$ cat src/rtl/oram_functions_pkg.sv
// Shared ORAM geometry plus the types used by the request arbiter.
package oram_functions_pkg;

    localparam int unsigned TREE_DEPTH          = 4;
    localparam int unsigned BYTE_WIDTH          = 8;
    localparam int unsigned BYTES_PER_BLOCK     = 4;
    localparam int unsigned ORAM_ADDR_W         = TREE_DEPTH;
    localparam int unsigned ORAM_DATA_W         = BYTE_WIDTH * BYTES_PER_BLOCK;
    localparam int unsigned ARB_TIMEOUT_DEFAULT = 15;

    typedef enum logic [1:0] {
        ARB_IDLE,
        ARB_ISSUE,
        ARB_WAIT,
        ARB_RESP
    } arb_state_e;

    typedef struct packed {
        logic                   rw;
        logic [ORAM_ADDR_W-1:0] addr;
        logic [ORAM_DATA_W-1:0] wdata;
    } oram_cmd_t;

endpackage

$ cat src/rtl/oram_request_arbiter_if.sv
// Requester-side and ORAM-side signal bundle of the request arbiter.
interface oram_request_arbiter_if
    import oram_functions_pkg::*;
#(
    parameter int unsigned NUM_REQ = 4,
    parameter int unsigned ADDR_W  = ORAM_ADDR_W,
    parameter int unsigned DATA_W  = ORAM_DATA_W
);
    logic [NUM_REQ-1:0]        req_valid;
    logic [NUM_REQ-1:0]        req_rw;
    logic [NUM_REQ*ADDR_W-1:0] req_addr;
    logic [NUM_REQ*DATA_W-1:0] req_wdata;
    logic [NUM_REQ-1:0]        req_ready;
    logic [NUM_REQ-1:0]        rsp_valid;
    logic [DATA_W-1:0]         rsp_rdata;
    logic                      rsp_err;
    logic                      busy;
    logic [ADDR_W-1:0]         oram_block_number;
    logic [DATA_W-1:0]         oram_w_value;
    logic                      oram_rw_indicator;
    logic                      oram_input_ready;
    logic [DATA_W-1:0]         oram_r_value;
    logic                      oram_output_ready;

    modport slave (
        input  req_valid, req_rw, req_addr, req_wdata, oram_r_value, oram_output_ready,
        output req_ready, rsp_valid, rsp_rdata, rsp_err, busy,
               oram_block_number, oram_w_value, oram_rw_indicator, oram_input_ready
    );

    modport master (
        output req_valid, req_rw, req_addr, req_wdata, oram_r_value, oram_output_ready,
        input  req_ready, rsp_valid, rsp_rdata, rsp_err, busy,
               oram_block_number, oram_w_value, oram_rw_indicator, oram_input_ready
    );

endinterface

$ cat src/rtl/oram_rr_picker.sv
// Rotating priority encoder: first set request bit at or above rr_ptr, wrapping.
module oram_rr_picker #(
    parameter  int unsigned NUM_REQ = 4,
    localparam int unsigned IDX_W   = (NUM_REQ > 1) ? $clog2(NUM_REQ) : 1
) (
    input  logic [NUM_REQ-1:0] req,
    input  logic [IDX_W-1:0]   rr_ptr,
    output logic [IDX_W-1:0]   grant,
    output logic               any_valid
);

    int unsigned pos;

    always_comb begin
        grant     = '0;
        any_valid = 1'b0;
        pos       = 0;
        for (int unsigned k = 0; k < NUM_REQ; k++) begin
            pos = 32'(rr_ptr) + k;
            if (pos >= NUM_REQ) pos = pos - NUM_REQ;
            if (!any_valid && req[IDX_W'(pos)]) begin
                grant     = IDX_W'(pos);
                any_valid = 1'b1;
            end
        end
    end

endmodule

$ cat src/rtl/oram_request_arbiter.sv
// Round-robin arbiter sharing one ORAM core between NUM_REQ requesters,
// one transaction in flight, with a WAIT timeout that returns an error response.
module oram_request_arbiter
    import oram_functions_pkg::*;
#(
    parameter int unsigned NUM_REQ = 4,
    parameter int unsigned ADDR_W  = ORAM_ADDR_W,
    parameter int unsigned DATA_W  = ORAM_DATA_W,
    parameter int unsigned TIMEOUT = ARB_TIMEOUT_DEFAULT
) (
    input logic                   clk,
    input logic                   rst,
    oram_request_arbiter_if.slave bus
);

    localparam int unsigned IDX_W = (NUM_REQ > 1) ? $clog2(NUM_REQ) : 1;
    localparam int unsigned TMR_W = $clog2(TIMEOUT + 1);

    arb_state_e         state_q, state_d;
    logic [IDX_W-1:0]   rr_ptr_q, rr_ptr_d;
    logic [IDX_W-1:0]   grant_q, grant_d;
    oram_cmd_t          cmd_q, cmd_d;
    logic [TMR_W-1:0]   timer_q, timer_d, timer_inc;
    logic [NUM_REQ-1:0] rsp_valid_q, rsp_valid_d;
    logic [DATA_W-1:0]  rsp_rdata_q, rsp_rdata_d;
    logic               rsp_err_q, rsp_err_d;
    logic               busy_q, busy_d;
    logic               input_ready_q, input_ready_d;
    logic [NUM_REQ-1:0] req_ready_c;
    logic [IDX_W-1:0]   pick_idx;
    logic               pick_any;
    logic [ADDR_W-1:0]  addr_arr  [NUM_REQ];
    logic [DATA_W-1:0]  wdata_arr [NUM_REQ];

    for (genvar i = 0; i < NUM_REQ; i++) begin : g_unpack
        assign addr_arr[i]  = bus.req_addr[i*ADDR_W +: ADDR_W];
        assign wdata_arr[i] = bus.req_wdata[i*DATA_W +: DATA_W];
    end

    oram_rr_picker #(.NUM_REQ(NUM_REQ)) u_picker (
        .req       (bus.req_valid),
        .rr_ptr    (rr_ptr_q),
        .grant     (pick_idx),
        .any_valid (pick_any)
    );

    assign timer_inc = timer_q + TMR_W'(1);

    // Next state plus next values of every registered output.
    always_comb begin
        state_d       = state_q;
        rr_ptr_d      = rr_ptr_q;
        grant_d       = grant_q;
        cmd_d         = cmd_q;
        timer_d       = timer_q;
        rsp_valid_d   = '0;
        rsp_rdata_d   = '0;
        rsp_err_d     = 1'b0;
        input_ready_d = 1'b0;
        req_ready_c   = '0;
        case (state_q)
            ARB_IDLE: begin
                if (pick_any && !rst) begin
                    req_ready_c[pick_idx] = 1'b1;
                    grant_d       = pick_idx;
                    cmd_d.rw      = bus.req_rw[pick_idx];
                    cmd_d.addr    = ORAM_ADDR_W'(addr_arr[pick_idx]);
                    cmd_d.wdata   = ORAM_DATA_W'(wdata_arr[pick_idx]);
                    rr_ptr_d      = (pick_idx == IDX_W'(NUM_REQ - 1)) ? '0 : pick_idx + IDX_W'(1);
                    input_ready_d = 1'b1;
                    state_d       = ARB_ISSUE;
                end
            end
            ARB_ISSUE: begin
                timer_d = '0;
                state_d = ARB_WAIT;
            end
            ARB_WAIT: begin
                // output_ready is sticky on the ORAM side, so it only counts here.
                if (bus.oram_output_ready) begin
                    rsp_valid_d[grant_q] = 1'b1;
                    rsp_rdata_d          = cmd_q.rw ? '0 : bus.oram_r_value;
                    state_d              = ARB_RESP;
                end else begin
                    timer_d = timer_inc;
                    if (timer_inc == TMR_W'(TIMEOUT)) begin
                        rsp_valid_d[grant_q] = 1'b1;
                        rsp_err_d            = 1'b1;
                        state_d              = ARB_RESP;
                    end
                end
            end
            ARB_RESP: state_d = ARB_IDLE;
            default:  state_d = ARB_IDLE;
        endcase
        busy_d = (state_d != ARB_IDLE);
    end

    always_ff @(posedge clk or posedge rst) begin
        if (rst) begin
            state_q       <= ARB_IDLE;
            rr_ptr_q      <= '0;
            grant_q       <= '0;
            cmd_q         <= '0;
            timer_q       <= '0;
            rsp_valid_q   <= '0;
            rsp_rdata_q   <= '0;
            rsp_err_q     <= 1'b0;
            busy_q        <= 1'b0;
            input_ready_q <= 1'b0;
        end else begin
            state_q       <= state_d;
            rr_ptr_q      <= rr_ptr_d;
            grant_q       <= grant_d;
            cmd_q         <= cmd_d;
            timer_q       <= timer_d;
            rsp_valid_q   <= rsp_valid_d;
            rsp_rdata_q   <= rsp_rdata_d;
            rsp_err_q     <= rsp_err_d;
            busy_q        <= busy_d;
            input_ready_q <= input_ready_d;
        end
    end

    assign bus.req_ready         = req_ready_c;
    assign bus.rsp_valid         = rsp_valid_q;
    assign bus.rsp_rdata         = rsp_rdata_q;
    assign bus.rsp_err           = rsp_err_q;
    assign bus.busy              = busy_q;
    assign bus.oram_block_number = ADDR_W'(cmd_q.addr);
    assign bus.oram_w_value      = DATA_W'(cmd_q.wdata);
    assign bus.oram_rw_indicator = cmd_q.rw;
    assign bus.oram_input_ready  = input_ready_q;

endmodule

$ cat src/flat_wrapper.sv
// flat-port wrapper written by rule: the top's interface ports become plain ports
module oram_request_arbiter_flat import oram_functions_pkg::*;
#(
    parameter int unsigned NUM_REQ = 4,
    parameter int unsigned ADDR_W  = ORAM_ADDR_W,
    parameter int unsigned DATA_W  = ORAM_DATA_W,
    parameter int unsigned TIMEOUT = ARB_TIMEOUT_DEFAULT
)
  (clk, rst, bus_req_valid, bus_req_rw, bus_req_addr, bus_req_wdata, bus_oram_r_value, bus_oram_output_ready, bus_req_ready, bus_rsp_valid, bus_rsp_rdata, bus_rsp_err, bus_busy, bus_oram_block_number, bus_oram_w_value, bus_oram_rw_indicator, bus_oram_input_ready);
  oram_request_arbiter_if #(.NUM_REQ(NUM_REQ), .ADDR_W(ADDR_W), .DATA_W(DATA_W)) bus_i ();
  input logic clk;
  input logic rst;
  input wire logic [$bits(bus_i.req_valid)-1:0] bus_req_valid;
  input wire logic [$bits(bus_i.req_rw)-1:0] bus_req_rw;
  input wire logic [$bits(bus_i.req_addr)-1:0] bus_req_addr;
  input wire logic [$bits(bus_i.req_wdata)-1:0] bus_req_wdata;
  input wire logic [$bits(bus_i.oram_r_value)-1:0] bus_oram_r_value;
  input wire logic [$bits(bus_i.oram_output_ready)-1:0] bus_oram_output_ready;
  output wire logic [$bits(bus_i.req_ready)-1:0] bus_req_ready;
  output wire logic [$bits(bus_i.rsp_valid)-1:0] bus_rsp_valid;
  output wire logic [$bits(bus_i.rsp_rdata)-1:0] bus_rsp_rdata;
  output wire logic [$bits(bus_i.rsp_err)-1:0] bus_rsp_err;
  output wire logic [$bits(bus_i.busy)-1:0] bus_busy;
  output wire logic [$bits(bus_i.oram_block_number)-1:0] bus_oram_block_number;
  output wire logic [$bits(bus_i.oram_w_value)-1:0] bus_oram_w_value;
  output wire logic [$bits(bus_i.oram_rw_indicator)-1:0] bus_oram_rw_indicator;
  output wire logic [$bits(bus_i.oram_input_ready)-1:0] bus_oram_input_ready;
  assign bus_i.req_valid = bus_req_valid;
  assign bus_i.req_rw = bus_req_rw;
  assign bus_i.req_addr = bus_req_addr;
  assign bus_i.req_wdata = bus_req_wdata;
  assign bus_i.oram_r_value = bus_oram_r_value;
  assign bus_i.oram_output_ready = bus_oram_output_ready;
  assign bus_req_ready = bus_i.req_ready;
  assign bus_rsp_valid = bus_i.rsp_valid;
  assign bus_rsp_rdata = bus_i.rsp_rdata;
  assign bus_rsp_err = bus_i.rsp_err;
  assign bus_busy = bus_i.busy;
  assign bus_oram_block_number = bus_i.oram_block_number;
  assign bus_oram_w_value = bus_i.oram_w_value;
  assign bus_oram_rw_indicator = bus_i.oram_rw_indicator;
  assign bus_oram_input_ready = bus_i.oram_input_ready;
  oram_request_arbiter #(.NUM_REQ(NUM_REQ), .ADDR_W(ADDR_W), .DATA_W(DATA_W), .TIMEOUT(TIMEOUT)) u_core (.clk(clk), .rst(rst), .bus(bus_i));
endmodule
$ cat config.mk
export PLATFORM = sky130hd
export DESIGN_NAME = oram_request_arbiter_flat
export DESIGN_NICKNAME = d
export VERILOG_FILES = /design/src/rtl/oram_functions_pkg.sv /design/src/rtl/oram_request_arbiter_if.sv /design/src/rtl/oram_rr_picker.sv /design/src/rtl/oram_request_arbiter.sv /design/src/flat_wrapper.sv
export SDC_FILE = /design/constraint.sdc
export NUM_CORES = 1
export LEC_CHECK = 0
export CAP_MARGIN = 15
export CORE_ASPECT_RATIO = 0.7
export CORE_MARGIN = 10
export CORE_UTILIZATION = 37
export DETAILED_ROUTE_END_ITERATION = 10
export GPL_ROUTABILITY_DRIVEN = 0
export PLACE_DENSITY_LB_ADDON = 0.25
export SLEW_MARGIN = 15
export SYNTH_ARGS = -nofsm -noshare
export SYNTH_HDL_FRONTEND = slang
export SYNTH_HIERARCHICAL = 1
export SYNTH_SLANG_ARGS = --single-unit
$ cat constraint.sdc
create_clock -name clk -period 4.3 [get_ports clk]
set_input_delay 1.075 -clock clk [delete_from_list [all_inputs] [get_ports clk]]
set_output_delay 1.075 -clock clk [all_outputs]
set_load 0.1 [all_outputs]
==> metrics, run 1 <==
Die X-Extent=approximately 150 um; diodes inserted=0; Die Ht=109.8 um; total CTS buffers=9; Cells after Synth=about 380; post-synthesis simple-gate area fraction=19.61%; hpwl dp=13.23 mm; combinational family with the most area after synthesis=simple AND/OR/NAND/NOR gates; worst setup path start=bus_req_valid[0]; period utilization=about 94%; hold wc startpoint=u_core/bus.oram_w_value[19]; multi-input logic area=between 0.0015 and 0.002 sq mm; PortBufs=about 270; Final setup viols=0; VDD IR max=around 0.48 mV; die area=0.01628 sq mm; CTS tree=done; Root Driver=clkbuf_16; Placement Cell Area=0.007122 sq mm; Final Skew=0.008094 ns; Overflow after GRT=0; final worst setup slack=0.2505 ns; CP required=~3.2 ns; CTS H-tree depth=3; cell row count=32; EDFF count, synth=0; initial antenna violation count=1; Cell Pwr Density=725.8 mW/mm^2; 1st-iter DRT viols=134; hold_buf cts=0; total track usage=19.50%; Main synth FF type=dfrtp_1; Area Growth Syn to Fin=74.43%; number of fillers in the final layout=about 850; CTS Buffer Depth=2; RSZ-0062 raised after global routing=no; Worst R2R Setup Slack=1.79 ns; Setup TNS Final=0 ns; multiplexer share of the synthesized area=19.55%; fmax=246.9 MHz; Seq/Total Area, Yosys=a little over 50%; synthesized area per cell=11.34 sq um; area leader, netlist=dfrtp_1; startpoint types=primary input; Max-Cap Viols=0; Final min period=approximately 4 ns; FF+latch count, synth=86; hold crit path type=flop to flop; post-synth top area share=50.48%; leak pwr=3.243 nW; Netlist cell types=37; CP Max Fanout=9; Post-route DRC=0; Non-Filler Instances=798; Cells after DPL=slightly below 800; Critical R2R Launch=u_core/rr_ptr_q[0]; Core ar.=0.01113 sq mm; drt via density=4.872; CTS sink cnt=between 80 and 90; Finished Cell Area=0.007436 sq mm; Finished Core Util=66.81%; Clock transition at path regs=0.06 ns; setup repair bufs after CTS=0; XOR/XNOR share of the synthesized area=0.2055%; Starting Density=between 30% and 40%; Worst-Margin Slew=1.070 ns; drt pass-1 iters=4; post-synth net total=572; Routed Antenna Nets=0; final wirelength=roughly 16 mm; first-pass GRT wire length=24.74 mm; Clk Latency, worst-skew pair=0.33 ns; ys async rst share=100.0%; Final Max Tran Viols=0; yosys warns=6; ranking of synthesized cells by area=dfrtp_1 (50%), mux4_2 (20%), nand2_1 (11%), and2_1 (4.8%), ha_1 (2.6%); share of cells above drive strength 1=11.01%; I/O pin count=267; Post-Synth Adder-Cell Area=around 2.6%; Mapped Area=0.004263 sq mm; FF/Latch Area=0.002152 sq mm; vias in the first global route=4325; Hold Fails Final Rpt=0; Final #Nets=between 800 and 900; post-synthesis compound-gate area fraction=3.669%; crit path kind=primary input to output port; Worst Path Arrival=2.97 ns; largest net degree at the start of global routing=45; most frequent cell after synthesis=nand2_1; top cells by count, synth=nand2_1 (123), dfrtp_1 (86), mux4_2 (37); Critical Path End Type=output port; run status=finished clean; DP Worst Slack=0.2536 ns; Post-CTS Resized=0; via count=3888; Avg WL per Cell=19.99 um; relative slew slack=28.42%
[worst max-delay path, stage by stage]
cell and delay [ns]:
clkdlybuf4s50_1 0.46, a21oi_1 0.19, o21ai_0 0.15, a21oi_4 0.36, inv_1 0.15, ha_1 0.20, and3_1 0.19, buf_12 0.17
[metrics by stage]
stage | hold WS (ns) | power, W
after floorplan | 0.4539 | 0.003720
after global placement | 0.4582 | 0.004597
after detailed placement | 0.4614 | 0.004644
after CTS | 0.4774 | 0.005456
after global routing | 0.4902 | 0.005664
final | 0.4704 | 0.005397
[logic make-up (layout without fill, tap and decap cells)]
logic type,count (synthesis),after routing
flops,86,86
fa+ha+maj,9,9
xor+xnor,1,1
simple gates,184,184
buf+inv,34,303
compound gates,25,25
mux,37,37
[registers in the layout (all words and copies together), names as in the netlist, 2 cells and up]
signal and count:
u_core/bus.oram_block_number 4, u_core/state_q 2, u_core/bus.rsp_valid 4, u_core/bus.oram_w_value 32
u_core/timer_q 4, u_core/grant_q 2, u_core/bus.rsp_rdata 32, u_core/rr_ptr_q 2
[routing by layer]
metal	part of all wire, %	wire length [um]	GRT usage, %	vias up
li1	-	-	-	1806
met1	39	6262	22.64	1874
met3	11	1712	8.908	10
met4	0.77	123	4.654	2
met2	49	7843	32.62	196
met5	0.081	13	0	-
[path summary, 6_finish.rpt]
| kind | to | cells after the start |
|---|---|---|
| worst max-delay path | bus_req_ready[1] | 8 |
| worst min-delay path | u_core/bus.oram_w_value[19] | 2 |
| worst max register to register | u_core/bus.oram_w_value[6] | 7 |
| worst min register to register | u_core/bus.oram_w_value[19] | 2 |
| max in group asynchronous | u_core/bus.oram_w_value[19] | 3 |
| min in group asynchronous | u_core/bus.oram_block_number[0] | 2 |
[layout make-up]
| class | count | area share [%] |
|---|---|---|
| clock inverters | 7 | 1.195 |
| clock buffers | 9 | 3.029 |
| well taps | 153 | 2.574 |
| flip-flops and latches | 86 | 28.94 |
| repair buffers | 273 | 37.05 |
| multi-input cells | 256 | 26.48 |
| inverters | 14 | 0.7235 |
[cell usage in the layout, fill, tap and decap left out, types with 2 or more instances in the layout]
master	Yosys	routed
and2_1	33	33
nand2_1	123	123
inv_1	13	11
mux4_2	37	37
buf_12	0	4
o21ai_0	8	8
a21oi_1	7	5
o22ai_1	2	2
inv_2	1	2
inv_6	0	3
a21oi_4	0	2
nand2b_1	6	6
nor2_1	7	7
clkdlybuf4s50_1	0	262
and3_1	5	5
ha_1	9	9
dfrtp_1	86	86
buf_4	4	7
clkbuf_16	0	9
[power breakdown]
group          internal (W)  leakage (nW)  switching (W)
logic              0.000987          1.97        0.00240
registers           0.00107          1.12       0.000151
clock network      0.000462         0.150       0.000330
No activity file was read; power rests on OpenSTA's default activity.
==> run 2, diff against run 1 <==
ABC_AREA = 0   (was not set)
==> results of run 2 <==
Final layout, timing and power as in run 1 (identical DEF).
